$ cat src/rtl/pwm_fader.sv
// pwm_fader: duty-value ramp generator feeding a PWM core.
// A command steps out_val toward a target once per div+1 cycles and stops exactly on the target.
module pwm_fader #(
   parameter int WIDTH     = 10,
   parameter int DIV_WIDTH = 16
) (
   input  logic                 clk,
   input  logic                 rst,
   input  logic [WIDTH-1:0]     cmd_target,
   input  logic [WIDTH-1:0]     cmd_step,
   input  logic [DIV_WIDTH-1:0] cmd_div,
   input  logic                 cmd_valid,
   output logic                 cmd_ready,
   output logic [WIDTH-1:0]     out_val,
   output logic                 busy,
   output logic                 done
);
   typedef enum logic {IDLE, RAMP} state_t;
   state_t               r_state, w_next;
   logic [WIDTH-1:0]     r_out, r_tgt, r_step;
   logic [DIV_WIDTH-1:0] r_div, r_presc;
   logic                 r_ready, r_done;
   logic                 w_accept, w_tick, w_jump, w_arrive;
   logic [WIDTH:0]       w_diff;
   assign w_accept = cmd_valid && r_ready;
   assign w_tick   = (r_state == RAMP) && (r_presc == '0);
   assign w_jump   = (cmd_step == '0) || (cmd_target == r_out);
   // distance is taken one bit wider so the comparison never wraps
   assign w_diff   = (r_tgt > r_out) ? ({1'b0, r_tgt} - {1'b0, r_out}) : ({1'b0, r_out} - {1'b0, r_tgt});
   assign w_arrive = w_diff <= {1'b0, r_step};
   always_ff @(posedge clk or posedge rst) begin
      if (rst) r_state <= IDLE;
      else r_state <= w_next;
   end
   always_comb begin
      w_next = w_accept ? (w_jump ? IDLE : RAMP) : ((w_tick && w_arrive) ? IDLE : r_state);
   end
   always_comb begin
      busy      = r_state == RAMP;
      done      = r_done;
      cmd_ready = r_ready;
      out_val   = r_out;
   end
   always_ff @(posedge clk or posedge rst) begin
      if (rst) begin
         r_ready <= 1'b0;
         r_done  <= 1'b0;
         r_out   <= '0;
         r_tgt   <= '0;
         r_step  <= '0;
         r_div   <= '0;
         r_presc <= '0;
      end else begin
         r_ready <= 1'b1;
         r_done  <= 1'b0;
         if (w_accept) begin
            r_tgt   <= cmd_target;
            r_step  <= cmd_step;
            r_div   <= cmd_div;
            r_presc <= cmd_div;
            if (w_jump) begin
               r_out  <= cmd_target;
               r_done <= 1'b1;
            end
         end else if (w_tick) begin
            r_presc <= r_div;
            if (w_arrive) begin
               r_out  <= r_tgt;
               r_done <= 1'b1;
            end else begin
               r_out <= (r_tgt > r_out) ? r_out + r_step : r_out - r_step;
            end
         end else if (r_state == RAMP) begin
            r_presc <= r_presc - DIV_WIDTH'(1);
         end
      end
   end
endmodule

$ cat config.mk
export PLATFORM = sky130hd
export DESIGN_NAME = pwm_fader
export DESIGN_NICKNAME = d
export VERILOG_FILES = /design/src/rtl/pwm_fader.sv
export SDC_FILE = /design/constraint.sdc
export NUM_CORES = 1
export LEC_CHECK = 0
export CELL_PAD_IN_SITES_DETAIL_PLACEMENT = 0
export CELL_PAD_IN_SITES_GLOBAL_PLACEMENT = 1
export CORE_ASPECT_RATIO = 2
export CORE_MARGIN = 2
export CORE_UTILIZATION = 40
export CTS_CLUSTER_SIZE = 20
export DETAILED_ROUTE_END_ITERATION = 10
export GPL_ROUTABILITY_DRIVEN = 0
export GPL_TIMING_DRIVEN = 0
export HOLD_SLACK_MARGIN = 0.1
export MAX_ROUTING_LAYER = met4
export PLACE_DENSITY = 0.83
export SETUP_SLACK_MARGIN = 0.4
export SLEW_MARGIN = 10
export SYNTH_ARGS = -nofsm -noshare
export SYNTH_HDL_FRONTEND = slang
export SYNTH_SLANG_ARGS = --single-unit
$ cat constraint.sdc
create_clock -name clk -period 4.7 [get_ports clk]
set_clock_uncertainty 0.2 [all_clocks]
set_input_delay 1.41 -clock clk [delete_from_list [all_inputs] [get_ports clk]]
set_output_delay 1.41 -clock clk [all_outputs]
set_load 0.01 [all_outputs]
# After elaboration in Yosys (flattened, before gate mapping)
# Cells that the tools add are included.
[word_totals] regBits=65 input_bits=39 wordCells=43 output_inout_bits=13
[classes] addsub=5 eq_ne=2 n_mux=16 n_lt_le_gt_ge=2 n_reduce_logical=10
[op_table] op="$mux W10" count=5
[op_table] op="$mux W16" count=3
[op_table] op="$sub A10 B10 Y11" count=2
[op_table] op="$logic_not A16 Y1" count=1
[op_table] op="$sub A16 B1 Y16 const B" count=1
[op_table] op="$le A11 B10 Y1" count=1
[op_table] op="$mux W11" count=1
[op_table] op="$add A10 B10 Y10" count=1
[op_table] op="$eq A10 B10 Y1" count=1
[op_table] op="$gt A10 B10 Y1" count=1
[op_table] op="$logic_not A10 Y1" count=1
[op_table] op="$sub A10 B10 Y10" count=1
[op_table] op="$mux W1" count=7
[op_table] op="$reduce_bool A2 Y1" count=2
[op_table] op="$logic_and A1 B1 Y1" count=3
[op_table] op="$reduce_bool A3 Y1" count=1
[op_table] op="$ne A2 B1 Y1 const B" count=1
[op_table] op="$reduce_and A2 Y1" count=1
[op_table] op="$logic_or A1 B1 Y1" count=1

# Longest topological paths before layout
# Gate-level depths: netlist of the first run.
[logic_depth] ltp_word=6 mapped_depth=21 ltp_nobuf=20

# Least setup slack after synthesis of the first run
# OpenSTA, ideal clock, no wires.
[synth_path] path_type="reg2reg" start="register r_out[8], in the netlist out_val[8]" end="register r_out[0], in the netlist out_val[0]" arrival_time_ns=4.065 slack_ns=0.360 required_time_ns=4.426 setup_time_ns=0.074 period_less_slack_ns=4.340 n_path_buf=4 path_stages_with_launch=21 path_cell_list="dfrtp_1 -> inv_1 -> ha_1 -> clkbuf_2 -> a21o_1 -> a21oi_1 -> a21o_1 -> nand2b_1 -> buf_6 -> clkbuf_1 -> mux2_2 -> ha_1 -> nor2b_1 -> o211ai_1 -> a31oi_1 -> o21ai_0 -> a22oi_1 -> a211oi_2 -> buf_6 -> mux2_4 -> o21ai_2"
[synth_between] elab_chain_cells=6 word_cells_on_any_way=13 classes_between="add/sub: 2; order compare: 2; eq/ne: 2; mux: 5; reduce/logical: 2"
[synth_rtl] element="start, declared" line="20" source="logic [WIDTH-1:0] r_out, r_tgt, r_step;"
[synth_rtl] element="start signal, assigned" line="62" source="r_out <= cmd_target;"
[synth_rtl] element="start signal, assigned" line="68" source="r_out <= r_tgt;"
[synth_rtl] element="start signal, assigned" line="71" source="r_out <= (r_tgt > r_out) ? r_out + r_step : r_out - r_step;"
[synth_rtl] element="$sub A10 B10 Y11 / $gt A10 B10 Y1 (equally long branches)" line="29, 71"
[synth_rtl] element="$mux W11" line="29" source="assign w_diff = (r_tgt > r_out) ? ({1'b0, r_tgt} - {1'b0, r_out}) : ({1'b0, r_out} - {1'b0, r_tgt});"
[synth_rtl] element="$le A11 B10 Y1" line="30" source="assign w_arrive = w_diff <= {1'b0, r_step};"
[synth_rtl] element="$mux W10" line="67" source="if (w_arrive) begin"
[synth_rtl] element="$mux W10" line="65" source="end else if (w_tick) begin"
[synth_rtl] element="$mux W10" line="56" source="if (w_accept) begin"
# Parallel ways exist; a longest one is shown, timed or not. The select of a mux whose other input is x is not followed.
# A chain may end at the register's enable or synchronous reset.

# Worst setup path in the final report of the first run
[layout_path] start="register r_tgt[3]" end="register r_out[0], in the netlist out_val[0]"
[layout_between] elab_chain_cells=6 word_cells_on_any_way=9 classes_between="add/sub: 2; order compare: 2; mux: 5"
[layout_rtl] element="start, declared" line="20"
[layout_rtl] element="start signal, assigned" line="57" source="r_tgt <= cmd_target;"
[layout_rtl] element="$sub A10 B10 Y11 / $gt A10 B10 Y1 (equally long branches)" line="29, 71"
[layout_rtl] element="$mux W11" line="29"
[layout_rtl] element="$le A11 B10 Y1" line="30"
[layout_rtl] element="$mux W10 (*)" line="67"
[layout_rtl] element="$mux W10 (*)" line="65"
[layout_rtl] element="$mux W10 (*)" line="56"
# Mark *: on every way between the ends. The rest lies on a longest branch, timed or not. The select of a mux whose other input is x is not followed.

==> flow_metrics.py, run 1 <==
metrics = {
    "synth": {
        "synth.area.top_cells": "dfrtp_1 33%, ha_1 10%, nand2_1 7.8%, o21ai_0 5.2%, a21oi_1 3.9%",
        "yosys.area.top_type_share_pct": 33.2,
        "yosysMostFrequentCell": "nand2_1",
        "avgSynthCellArea_um2": 8.21,
        "yosys_warnings": 0,
        "yosys.area.top_type": "dfrtp_1",
        "syn-cell-area_um2": 4890,
        "synth-seq-cells": 65,
        "syn_nets": 679,
        "ys_async_sr_fraction_pct": 100,
        "synthTopCellsByCount": "102 x nand2_1, 65 x dfrtp_1, 51 x o21ai_0, 45 x inv_1, 41 x ha_1",
        "synthFlopType": "dfrtp_1",
        "netlist_instances": 596,
        "synth.distinct_cells": 57,
        "synth_seq_area_share_pct": 33.2,
        "synth_edf_count": 0,
    },
    "hold_path": {
        "hold_path.class": "reg2reg",
        "hold_start": "r_div[3]",
        "hold_depth": 2,
    },
    "pwr": {
        "vdd_drop_max_mv": 0.243,
        "comb_power_share_pct": 44.7,
        "power_frac_clock_pct": 26.8,
        "p_leak_uw": 0.00284,
        "power.switching_uw": 912,
        "seqPwrFrac_pct": 28.6,
        "swShare_pct": 36.5,
        "total_power_uw": 2500,
        "p_per_area_nw_per_um2": 393,
        "internal_power_uw": 1590,
    },
    "global_routing": {
        "grt_pass1_wl_um": 24300,
        "grt_pass1_vias": 4890,
        "grt_antenna_before_repair": 0,
        "grt_usage_pct": 25.2,
        "grt_max_degree": 51,
        "overflow": 0,
    },
    "critical_path": {
        "reg2reg_from": "r_tgt[3]",
        "crit_start": "r_tgt[3]",
        "worst_setup_path_end_kind": "flop",
        "path_buf_inv": 5,
        "setup.worst_path.class": "reg2reg",
        "path_max_fanout": 7,
        "critPathArrivalTime_ns": 4.51,
        "cp_slowest_cell": "dfrtp_1",
        "crit_family": "compound AO/OA/AOI/OAI gates",
        "reg2reg_depth": 20,
        "cp.required_ns": 4.77,
        "cp_num_cells": 20,
        "cpPeakStageDelay_ns": 0.40,
        "start_kind": "flop",
        "crit_chain": "ha_1, buf_4, a21o_1, a21oi_2, nand4_1, nand2b_4, buf_8, mux2i_2, a21bo_1, a21oi_2, xnor2_1, ha_1, buf_6, a211oi_2, a22oi_1, a211oi_2, buf_6, buf_12, mux2_4, o21ai_2",
    },
    "clock_tree": {
        "cts_max_path_buffers": 2,
        "cts_num_sinks": 65,
        "cts-htree-levels": 3,
        "cts_tree": "yes",
        "hold_buffers": 0,
        "cts_made_buffers": 9,
        "clk_pin_slew_ns": 0.06,
        "insertion_delay_ns": 0.34,
        "root_buffer": "clkbuf_16",
    },
    "placed_design": {
        "io_buffers": 51,
        "dp_hpwl_um": 11700,
        "placed_area_um2": 5620,
    },
    "drt": {
        "totalWireLength_um": 15300,
        "viasPerCell": 5.58,
        "dr.pass1.iters": 4,
        "first_iter_violations": 256,
        "via_count": 4653,
        "postRouteAntennaNets": 0,
        "routedWlPerCell_um": 18.4,
        "drc": 0,
    },
    "final_layout": {
        "area_growth_pct": 29.8,
        "drive_gt1_share_pct": 16.2,
        "antenna_cells": 0,
        "final_cell_area_um2": 6350,
        "fin_nets": 766,
    },
    "floorplanning": {
        "placementRows": 57,
        "fp.dieArea_um2": 13200,
        "die_w_um": 82.2,
        "ios": 52,
        "die_y_um": 160,
        "initial_core_util_pct": 40.6,
        "core_um2": 12100,
    },
    "sta": {
        "period_needed_ns": 4.44,
        "worst_pin_slew_ns": 0.921,
        "finalHoldViolCount": 0,
        "drv_slew": 0,
        "fmax_ghz": 0.225,
        "rsz0062_at_grt": "yes",
        "setup_viol": 0,
        "maxSlewHeadroom_pct": 38.6,
        "finalCritPeriodShare_pct": 94.6,
    },
    "outcome": {
        "status": "complete, no violations",
    },
    "run": {
        "cap_violations": 0,
    },
}
==> layer usage <==
layer	share of wire [%]	global-route usage (%)	vias up
li1	-	-	2218
met4	5.3	12.3	0
met1	34	23.8	2268
met2	58	47.1	113
met3	2.3	3.20	54
met5	0	-	-
==> worst paths after layout <==
| check | endpoint | slack [ns] |
|---|---|---|
| max in group asynchronous | out_val[9] | 2.57 |
| hold / removal | r_div[3] | 0.27 |
| setup reg to reg | out_val[0] | 0.26 |
| setup / recovery | out_val[0] | 0.26 |
| min in group asynchronous | r_tgt[0] | 1.17 |
| hold reg to reg | r_div[3] | 0.27 |
==> through the flow <==
step | setup TNS, ns | hold slack (ns) | setup slack, ns | utilization, % | std cells
floorplan | 0 | 0.240 | 0.479 | - | 596
global placement | -4.20 | 0.251 | -0.444 | 46.4 | 794
detailed placement | -3.98 | 0.260 | -0.424 | 46.6 | 795
CTS | 0 | 0.274 | 0.296 | 51.5 | 827
global route | 0 | 0.303 | 0.161 | 52.7 | 834
finish | 0 | 0.270 | 0.255 | 52.7 | 834
==> placed cells by master (no fill, tap or decap), types with 7 or more instances in the layout <==
cell             instances
mux2i_1                 12
inv_1                   42
clkbuf_1                 9
nor3_1                  13
dfrtp_2                  9
nand2_1                101
nor2_1                  39
a21o_1                   8
ha_1                    37
a22oi_1                  9
o21ai_1                 17
buf_4                   22
nand3_1                  8
clkbuf_16               10
o21ai_0                 41
xnor2_1                 17
clkdlybuf4s50_1         51
xor2_1                  17
a21oi_1                 34
dfrtp_1                 56
nor4_1                   7
==> cells by family (layout without fill, tap and decap cells) <==
family                     count (synthesis)  after routing  synth area share (%)
and+or+nand+nor                          208            208                  19.3
AOI/OAI and AO/OA                        154            154                  19.1
buffers and inverters                     69            160                  5.98
DFF                                       65             65                  33.2
adders and majority gates                 44             44                  11.7
xor gates and xnor gates                  35             35                  6.26
muxes                                     20             20                  4.29
other                                      1              1                0.0766
==> worst reg2reg max path: stages, from the launching register on <==
cell and delay [ns]:
dfrtp_1 0.40, ha_1 0.28, buf_4 0.16, a21o_1 0.20, a21oi_2 0.19, nand4_1 0.22, nand2b_4 0.13, buf_8 0.15
mux2i_2 0.24, a21bo_1 0.24, a21oi_2 0.13, xnor2_1 0.14, ha_1 0.29, buf_6 0.13, a211oi_2 0.24, a22oi_1 0.12
a211oi_2 0.18, buf_6 0.18, buf_12 0.14, mux2_4 0.31, o21ai_2 0.10
==> layout make-up <==
class                      count  area, µm²
multi-input combinational    462       3150
fill                        1122       5700
timing repair buffer          76        746
inverter                      45        171
tap                          147        184
buffer                        24        179
sequential                    65       1640
clock inverter                 6       60.1
clock buffer                   9        225
==> flip-flops by register name (all words and copies together) (netlist names) <==
name and cells:
r_presc 16, r_div 16, r_tgt 10, cmd_ready 1, busy 1, done 1
out_val 10, r_step 10
==> power groups by stage <==
stage	clock network [µW]	registers, µW	logic (µW)
2_1_floorplan	0	701	660
3_3_place_gp	0	719	867
3_5_place_dp	0	723	892
4_1_cts	682	712	1040
5_1_grt	704	725	1220
6_report	669	713	1120
==> repair_timing <==
action	in CTS	in global routing
hold endpoints to repair	0	0
setup buffers	16	7
pin swaps	19	24
gates resized for setup	42	30
gates cloned	1	0
setup endpoints to repair	12	12
No activity file was read; power rests on OpenSTA's default activity.
==> run 2: changes to the inputs <==
Settings changed: CORE_UTILIZATION 40 to 43, HOLD_SLACK_MARGIN 0.1 to default, PLACE_DENSITY 0.83 to 0.88, REMOVE_ABC_BUFFERS from default to 1.
==> flow_metrics.py, run 2 (synthesis results as in run 1) <==
metrics = {
    "clock_tree": {
        "cts_made_buffers": 9,
        "cts_num_sinks": 65,
        "cts_max_path_buffers": 2,
        "clk_pin_slew_ns": 0.05,
        "cts-htree-levels": 3,
        "cts_tree": "yes",
        "insertion_delay_ns": 0.33,
        "root_buffer": "clkbuf_16",
    },
    "pwr": {
        "swShare_pct": 36.6,
        "vdd_drop_max_mv": 0.213,
        "internal_power_uw": 1520,
        "power_frac_clock_pct": 25.5,
        "p_leak_uw": 0.00279,
        "comb_power_share_pct": 44.4,
        "power.switching_uw": 877,
        "seqPwrFrac_pct": 30.1,
        "p_per_area_nw_per_um2": 382,
    },
    "placed_design": {
        "io_buffers": 51,
        "placed_area_um2": 5520,
        "dp_hpwl_um": 10400,
    },
    "drt": {
        "dr.pass1.iters": 5,
        "viasPerCell": 5.64,
        "first_iter_violations": 205,
        "drc": 0,
        "postRouteAntennaNets": 0,
        "routedWlPerCell_um": 17.4,
        "totalWireLength_um": 14200,
        "via_count": 4612,
    },
    "critical_path": {
        "crit_start": "out_val[2]",
        "reg2reg_from": "out_val[2]",
        "path_max_fanout": 7,
        "cp.required_ns": 4.75,
        "cp_slowest_cell": "dfrtp_2",
        "setup.worst_path.end": "out_val[1]",
        "critPathArrivalTime_ns": 4.36,
        "setup.worst_path.class": "reg2reg",
        "cpPeakStageDelay_ns": 0.40,
        "worst_setup_path_end_kind": "flop",
        "reg2reg_to": "out_val[1]",
        "r2r_slack_ns": 0.39,
        "start_kind": "flop",
        "reg2reg_depth": 18,
        "crit_chain": "inv_1, ha_2, nand3_1, nor3_2, o21bai_1, o311a_1, a311o_1, a21bo_1, a21oi_2, xnor2_1, ha_1, buf_6, a211oi_2, a22oi_2, a211oi_4, buf_4, mux2_4, o21ai_1",
    },
    "global_routing": {
        "grt_max_degree": 52,
        "grt_pass1_wl_um": 22600,
        "grt_usage_pct": 24.5,
        "grt_antenna_before_repair": 0,
        "overflow": 0,
        "grt_pass1_vias": 4623,
    },
    "run": {
        "cap_violations": 0,
    },
    "final_layout": {
        "fin_nets": 755,
        "final_cell_area_um2": 6270,
        "top_regs": "r_div (16), r_presc (16)",
        "multi_input_area_um2": 3170,
        "area_growth_pct": 28.0,
        "final_cell_mix": "100 x nand2_1, 52 x dfrtp_1, 51 x clkdlybuf4s50_1, 45 x o21ai_0, 41 x inv_1",
        "drive_gt1_share_pct": 17.3,
        "regArea_um2": 1640,
        "fillers": 1043,
        "final_common_cell": "nand2_1",
        "antenna_cells": 0,
    },
    "floorplanning": {
        "die_w_um": 79.4,
        "core_um2": 11200,
        "placementRows": 55,
        "die_y_um": 155,
        "ios": 52,
        "fp.dieArea_um2": 12300,
        "initial_core_util_pct": 43.6,
    },
    "outcome": {
        "status": "complete, no violations",
    },
    "sta": {
        "fmax_ghz": 0.232,
        "setup_viol": 0,
        "period_needed_ns": 4.31,
        "worst_pin_slew_ns": 0.880,
        "maxSlewHeadroom_pct": 41.3,
        "rsz0062_at_grt": "yes",
        "finalCritPeriodShare_pct": 91.8,
        "drv_slew": 0,
        "finalHoldViolCount": 0,
        "finalSetupTns_ns": 0,
    },
    "hold_path": {
        "hold_path.class": "reg2reg",
    },
}
run 2: changes by cell type in the layout (fill, tap and decap cells not counted), sizes merged:
cell	before	now
bufinv	1	0
buf	37	38
clkbuf	21	12
clkinvlp	2	1
clkinv	3	2
run 2: timing repair:
action,in CTS,in global routing
pin swaps,5,16
setup endpoints to repair,12,12
setup buffers,14,22
gates resized for setup,38,25
hold buffers,0,0
run 2: power by group through the flow:
| stage | Clock (µW) | Sequential, µW | Combinational [µW] |
|---|---|---|---|
| after CTS | 621 | 717 | 981 |
| after global routing | 640 | 731 | 1160 |
| final | 610 | 720 | 1060 |
| after floorplan | 0 | 702 | 639 |
| after global placement | 0 | 720 | 841 |
| after detailed placement | 0 | 725 | 880 |
run 2: area by class of cell:
class                   instances  share of cell area, %
multi-input cells             462                   50.6
flip-flops and latches         65                   26.2
repair buffers                 89                   13.4
clock buffers                  12                   3.93
well taps                     142                   2.83
inverters                      45                   2.74
clock inverters                 3                  0.279
run 2: worst min path at each step:
stage               startpoint       end  cells after the start
global placement      r_div[8]  r_div[8]                      2
global route          r_div[9]  r_div[9]                      2
finish                r_div[9]  r_div[9]                      2
detailed placement    r_div[9]  r_div[9]                      2
CTS                   r_div[9]  r_div[9]                      2
floorplan             r_div[8]  r_div[8]                      2
run 2: per-layer routing:
layer	global-route usage [%]	routed length, µm	vias to the layer above
met5	-	0	-
met1	22.3	4710	2235
met4	17.6	1050	0
li1	-	-	2192
met3	3.07	397	54
met2	45.1	8040	131
run 2: worst max-delay path: cells and delay by family, from the launching register on:
kind	cells	cell delay, ns
AO/OA/AOI/OAI	9	1.71
XOR/XNOR	1	0.15
adder cells (fa/ha/maj)	2	0.68
buffers and inverters	3	0.36
flip-flops	1	0.40
multiplexers	1	0.29
AND/OR/NAND/NOR	2	0.42
run 2: stage by stage:
| step | util (%) | hold WS, ns | setup WS, ns | total power [µW] | instances |
|---|---|---|---|---|---|
| after floorplan | - | 0.240 | -0.203 | 1340 | 572 |
| after global placement | 48.7 | 0.252 | -1.22 | 1560 | 765 |
| after detailed placement | 49.2 | 0.257 | -1.10 | 1610 | 767 |
| after CTS | 53.7 | 0.271 | 0.403 | 2320 | 796 |
| after global routing | 55.9 | 0.295 | 0.200 | 2530 | 818 |
| final | 55.9 | 0.270 | 0.386 | 2390 | 818 |
==> edit 1 (settings of run 1) <==
`DIV_WIDTH`: 16 -> 20.
--- a/src/rtl/pwm_fader.sv
+++ b/src/rtl/pwm_fader.sv
@@ -3,5 +3,5 @@
 module pwm_fader #(
    parameter int WIDTH     = 10,
-   parameter int DIV_WIDTH = 16
+   parameter int DIV_WIDTH = 20
 ) (
    input  logic                 clk,
Ports: changed (resized cmd_div); port bits go from 52 to 56. The function was not compared with the original's and may differ.
==> edit 1 against run 1 <==
  * Sequential cell count grew 8
  * Wire length increased by 15%
  * Final cell count increased by 6.5%
  * Area after synthesis up 8.9%
  * Clock power increased by 3.4%
  * Design area increased by 6.8%
  * Via count is 8.9% higher
  * Total power grew 34%
  * Count of clock-buffer cells in the layout increased by 1
  * First-iteration DRC count rose by 25%
  * Setup slack worse by 0.18 ns
  * Die area grew 8.6%
==> edit 1: results <==
set metrics [dict create \
    syn_nets 730 \
    routed-via-count 5066 \
    grt_pass1_vias 5191 \
    synth_cells 643 \
    ctsRootBufferMaster "clkbuf_16" \
    grt_pass1_wl_um 27480 \
    holdWs_ns 0.2718 \
    path_delay_family "compound AO/OA/AOI/OAI gates" \
    period_share_pct 98.31 \
    slowest_stage "dfrtp_2" \
    antenna_found_initial 0 \
    peakVddDrop_v 0.0003969 \
    top_regs "r_div (20), r_presc (20)" \
    path_clk_slew_ns 0.06 \
    slowest_delay_ns 0.42 \
    grt_max_degree 60 \
    crit_type "register to register" \
    r2r_start "out_val[8]" \
    crit_fanout 6 \
    dr.first_iter.drc_count 319 \
    async_reset_ff_share_pct 100.0 \
    post-place-ws_ns -0.4730 \
    cts_max_level 3 \
    wire_per_inst_um 19.87 \
    p_leak_uw 0.003032 \
    dr.pass1.iters 4 \
    ys_seq_area_share_pct 34.26 \
    wirelength_um 17650 \
    ys_top_cells_by_count "113 x nand2_1, 73 x dfrtp_1, 55 x nor2_1" \
    fin_nets 818 \
    grt_util_all_layers_pct 25.78 \
    slew_headroom_pct 48.05 \
    whs_path_depth 2 \
    cts_buffers 9 \
    reg2regPathDepth 20 \
    hpwl_um 13440 \
    dpl_cell_area_um2 6115 \
    worstHoldStart "r_div[12]" \
    synthTopCellsByArea "dfrtp_1 34%, ha_1 9.6%, nand2_1 8.0%" \
    ys.warnings.count 0 \
    status "completed" \
    dp_cells 851 \
    synth.distinct_cells 63 \
    nFillCells 1259 \
    portBuffers 55 \
    r2r_slack_ns 0.08 \
    drive_gt1_share_pct 13.32 \
    min_to "r_div[12]" \
    cp.arrival_ns 4.68 \
    n_antenna_cell 0 \
    insertion_delay_ns 0.34 \
    critPathCapture "out_val[1]" \
    hp-class "register to register" \
    area_delta_synth_final_pct 27.31 \
    cts_buffer_depth 2 \
]
edit 1: worst reg2reg max path, cell delays in order, from the launching register on:
cell	delay [ns]
dfrtp_2	0.42
inv_2	0.08
ha_4	0.19
buf_6	0.11
a21o_1	0.18
a211o_1	0.27
a221o_1	0.34
nand2_2	0.11
buf_6	0.15
mux2i_4	0.26
o221ai_2	0.15
xor2_2	0.34
ha_4	0.27
a211o_1	0.28
a21oi_2	0.14
a311oi_2	0.11
o21ai_1	0.19
o211ai_1	0.13
buf_6	0.17
mux2_4	0.32
a21oi_2	0.14
edit 1: kinds of logic after synthesis:
group / synth area share (%)
buffers and inverters: 5.185
AOI/OAI and AO/OA: 18.42
adders and majority gates: 10.75
DFF: 34.26
and+or+nand+nor: 20.44
other: 0.07032
xor gates and xnor gates: 6.077
muxes: 4.810
edit 1: metal layers:
metal | wire [um] | share of wire (%) | up-vias | GRT usage [%]
li1 | - | - | 2427 | -
met1 | 6142 | 35 | 2435 | 25.10
met2 | 9611 | 54 | 139 | 45.79
met3 | 463 | 2.6 | 65 | 2.859
met4 | 1428 | 8.1 | 0 | 18.70
met5 | 0 | 0 | - | -
edit 1: power by group:
| part | switching [uW] | internal (uW) |
|---|---|---|
| sequential | 152 | 756 |
| clock | 279 | 413 |
| combinational | 930 | 824 |
| total | 1360 | 1990 |
edit 1: what timing repair did:
action,4_1_cts,5_1_grt
pin swaps,19,16
gates cloned,1,0
endpoints found under the setup margin,12,12
gates resized for setup,30,21
setup buffers,10,10
edit 1: cell type report:
class	instances	area share [%]
Tap cell	152	2.801
Buffer	26	2.119
Clock buffer	10	3.373
Clock inverter	6	1.014
Inverter	44	2.470
Timing Repair Buffer	77	11.19
Multi-Input combinational cell	500	49.96
Sequential cell	73	27.07
==> edit 2 (settings of run 1) <==
Made on the original files. Add an input register stage for `cmd_target` and `cmd_div`, without a reset; this delays them by one clock. The other inputs are not delayed to match.
--- a/src/rtl/pwm_fader.sv
+++ b/src/rtl/pwm_fader.sv
@@ -17,4 +17,13 @@
 );
    typedef enum logic {IDLE, RAMP} state_t;
+
+   logic [WIDTH-1:0] cmd_target_q;
+   logic [DIV_WIDTH-1:0] cmd_div_q;
+
+   always_ff @(posedge clk) begin
+      cmd_target_q <= cmd_target;
+      cmd_div_q    <= cmd_div;
+   end
+
    state_t               r_state, w_next;
    logic [WIDTH-1:0]     r_out, r_tgt, r_step;
@@ -25,5 +34,5 @@
    assign w_accept = cmd_valid && r_ready;
    assign w_tick   = (r_state == RAMP) && (r_presc == '0);
-   assign w_jump   = (cmd_step == '0) || (cmd_target == r_out);
+   assign w_jump   = (cmd_step == '0) || (cmd_target_q == r_out);
    // distance is taken one bit wider so the comparison never wraps
    assign w_diff   = (r_tgt > r_out) ? ({1'b0, r_tgt} - {1'b0, r_out}) : ({1'b0, r_out} - {1'b0, r_tgt});
@@ -55,10 +64,10 @@
          r_done  <= 1'b0;
          if (w_accept) begin
-            r_tgt   <= cmd_target;
+            r_tgt   <= cmd_target_q;
             r_step  <= cmd_step;
-            r_div   <= cmd_div;
-            r_presc <= cmd_div;
+            r_div   <= cmd_div_q;
+            r_presc <= cmd_div_q;
             if (w_jump) begin
-               r_out  <= cmd_target;
+               r_out  <= cmd_target_q;
                r_done <= 1'b1;
             end
Formal check against the unedited RTL: not equivalent (a bounded check fails within 4 cycles, from zero or initial values and one cycle with rst high).
==> edit 2 against run 1 <==
  * Non-clock buffer count grew 4
  * Total power increased by 11%
  * Area after synthesis rose by 9.6%
  * Setup slack improved by 0.040 ns
  * Combinational power shrank 6%
  * Maximum frequency increased by 0.91%
  * Design area grew 9.2%
  * Count of clock-buffer cells in the layout up 1
  * Sequential power up 36%
  * Wire length increased by 7.9%
  * Sequential cell count is 26 higher
  * Core utilization is 0.40 points higher
  * Critical endpoint is now out_val[2]
  * Highest routed layer unchanged
==> edit 2: results <==
set metrics [dict create \
    status "completed" \
    slowest_stage "dfrtp_2" \
    avgSynthCellArea_um2 8.694 \
    grt_pass1_wl_um 25670 \
    cts_max_level 3 \
    slowest_delay_ns 0.36 \
    cts_buffer_depth 2 \
    grtUsageMet2_pct 44.46 \
    grt_pass1_vias 5163 \
    use_met1_pct 20.80 \
    synth.distinct_cells 59 \
    synthTopCellsByArea "dfrtp_1 30%, dfxtp_1 9.7%, ha_1 9.6%" \
    cts_buffers 9 \
    grt_util_all_layers_pct 23.98 \
    routed-via-count 4901 \
    path_clk_slew_ns 0.07 \
    crit_fanout 4 \
    dr.first_iter.drc_count 251 \
    peakVddDrop_v 0.0002260 \
    post-place-ws_ns -0.5363 \
    drive_gt1_share_pct 15.99 \
    dr.pass1.iters 6 \
    ys_seq_area_share_pct 40.03 \
    fin_nets 791 \
    antenna_found_initial 0 \
    ys_top_cells_by_count "114 x nand2_1, 65 x dfrtp_1, 54 x o21ai_0" \
    async_reset_ff_share_pct 71.43 \
    p_leak_uw 0.003066 \
    syn_nets 700 \
    worst_slew_pin_slew_ns 0.8607 \
    use_met3_pct 3.154 \
    cp.arrival_ns 4.44 \
    top_regs "cmd_div_q (16), r_div (16), r_presc (16)" \
    grt_max_degree 53 \
    hpwl_um 12520 \
    dp_cells 821 \
    via_per_inst 5.666 \
    path_delay_family "compound AO/OA/AOI/OAI gates" \
    wire_per_inst_um 19.10 \
]
==> edit 2: cell types whose count changed after synthesis, moves of 7 or more <==
cell and delta:
nand2_1 +12, clkbuf_1 +7, dfxtp_1 +26, or4_1 +8, o21ai_1 -8
==> edit 2: through the flow <==
step	setup TNS, ns	area (um2)	utilization, %
6_report	0	6942	53.13
5_1_grt	0	6942	53.13
4_1_cts	0	6803	52.06
3_5_place_dp	-5.768	6132	46.93
3_3_place_gp	-4.916	6096	46.65
2_1_floorplan	0	5395	-
==> edit 2: cells by family after synthesis <==
family,Yosys count,synth area share (%)
simple gates,212,18.33
xor+xnor,34,5.552
mux,16,3.196
compound gates,152,17.36
flops,91,40.03
fa+ha+maj,44,10.68
buf+inv,67,4.782
other cells,1,0.06991
==> edit 2: worst reg2reg max path, stage by stage, from the launching register on <==
cell      delay, ns
dfrtp_2        0.36
inv_1          0.04
ha_1           0.28
buf_6          0.10
buf_4          0.10
nand2_2        0.08
a21oi_4        0.17
o21ai_4        0.08
a21oi_2        0.19
clkbuf_8       0.16
mux2_4         0.30
a221o_1        0.28
xor2_1         0.15
ha_1           0.29
a21o_1         0.17
a21oi_2        0.18
nand2b_1       0.10
o21ai_2        0.20
o211a_4        0.27
mux2_4         0.32
mux2_4         0.27
==> edit 2: metal layers <==
layer	vias to the layer above	part of all wire, %
li1	2332	-
met1	2329	32
met2	145	56
met3	95	3.4
met4	0	8.5
met5	-	0
==> edit 2: repair_timing <==
item,CTS,global route
gates resized for setup,46,19
pin swaps,14,14
buffers inserted,21,7
hold endpoints to repair,0,0
setup endpoints to repair,12,12
==> edit 2: layout make-up <==
class	instances	area, um2
fill	1172	6125
multi-input combinational	459	3247
sequential	91	2158
timing repair buffer	80	748.2
clock buffer	10	239.0
tap	152	190.2
inverter	43	163.9
buffer	24	131.4
clock inverter	6	63.81
==> edit 2: power breakdown <==
part	total (uW)	switching [uW]	internal, uW
Combinational	1050	557	490
Sequential	969	97.3	872
Clock	745	318	427
Total	2760	973	1790
==> edit 2: final timing paths <==
kind / to / cells after the start / start / slack, ns
worst max-delay path: out_val[2] / 20 / out_val[4] / 0.30
worst min-delay path: r_div[15] / 2 / cmd_div_q[15] / 0.24
worst max register to register: out_val[2] / 20 / out_val[4] / 0.30
worst min register to register: r_div[15] / 2 / cmd_div_q[15] / 0.24
max in group asynchronous: out_val[7] / 3 / rst / 2.60
min in group asynchronous: out_val[1] / 2 / rst / 1.14
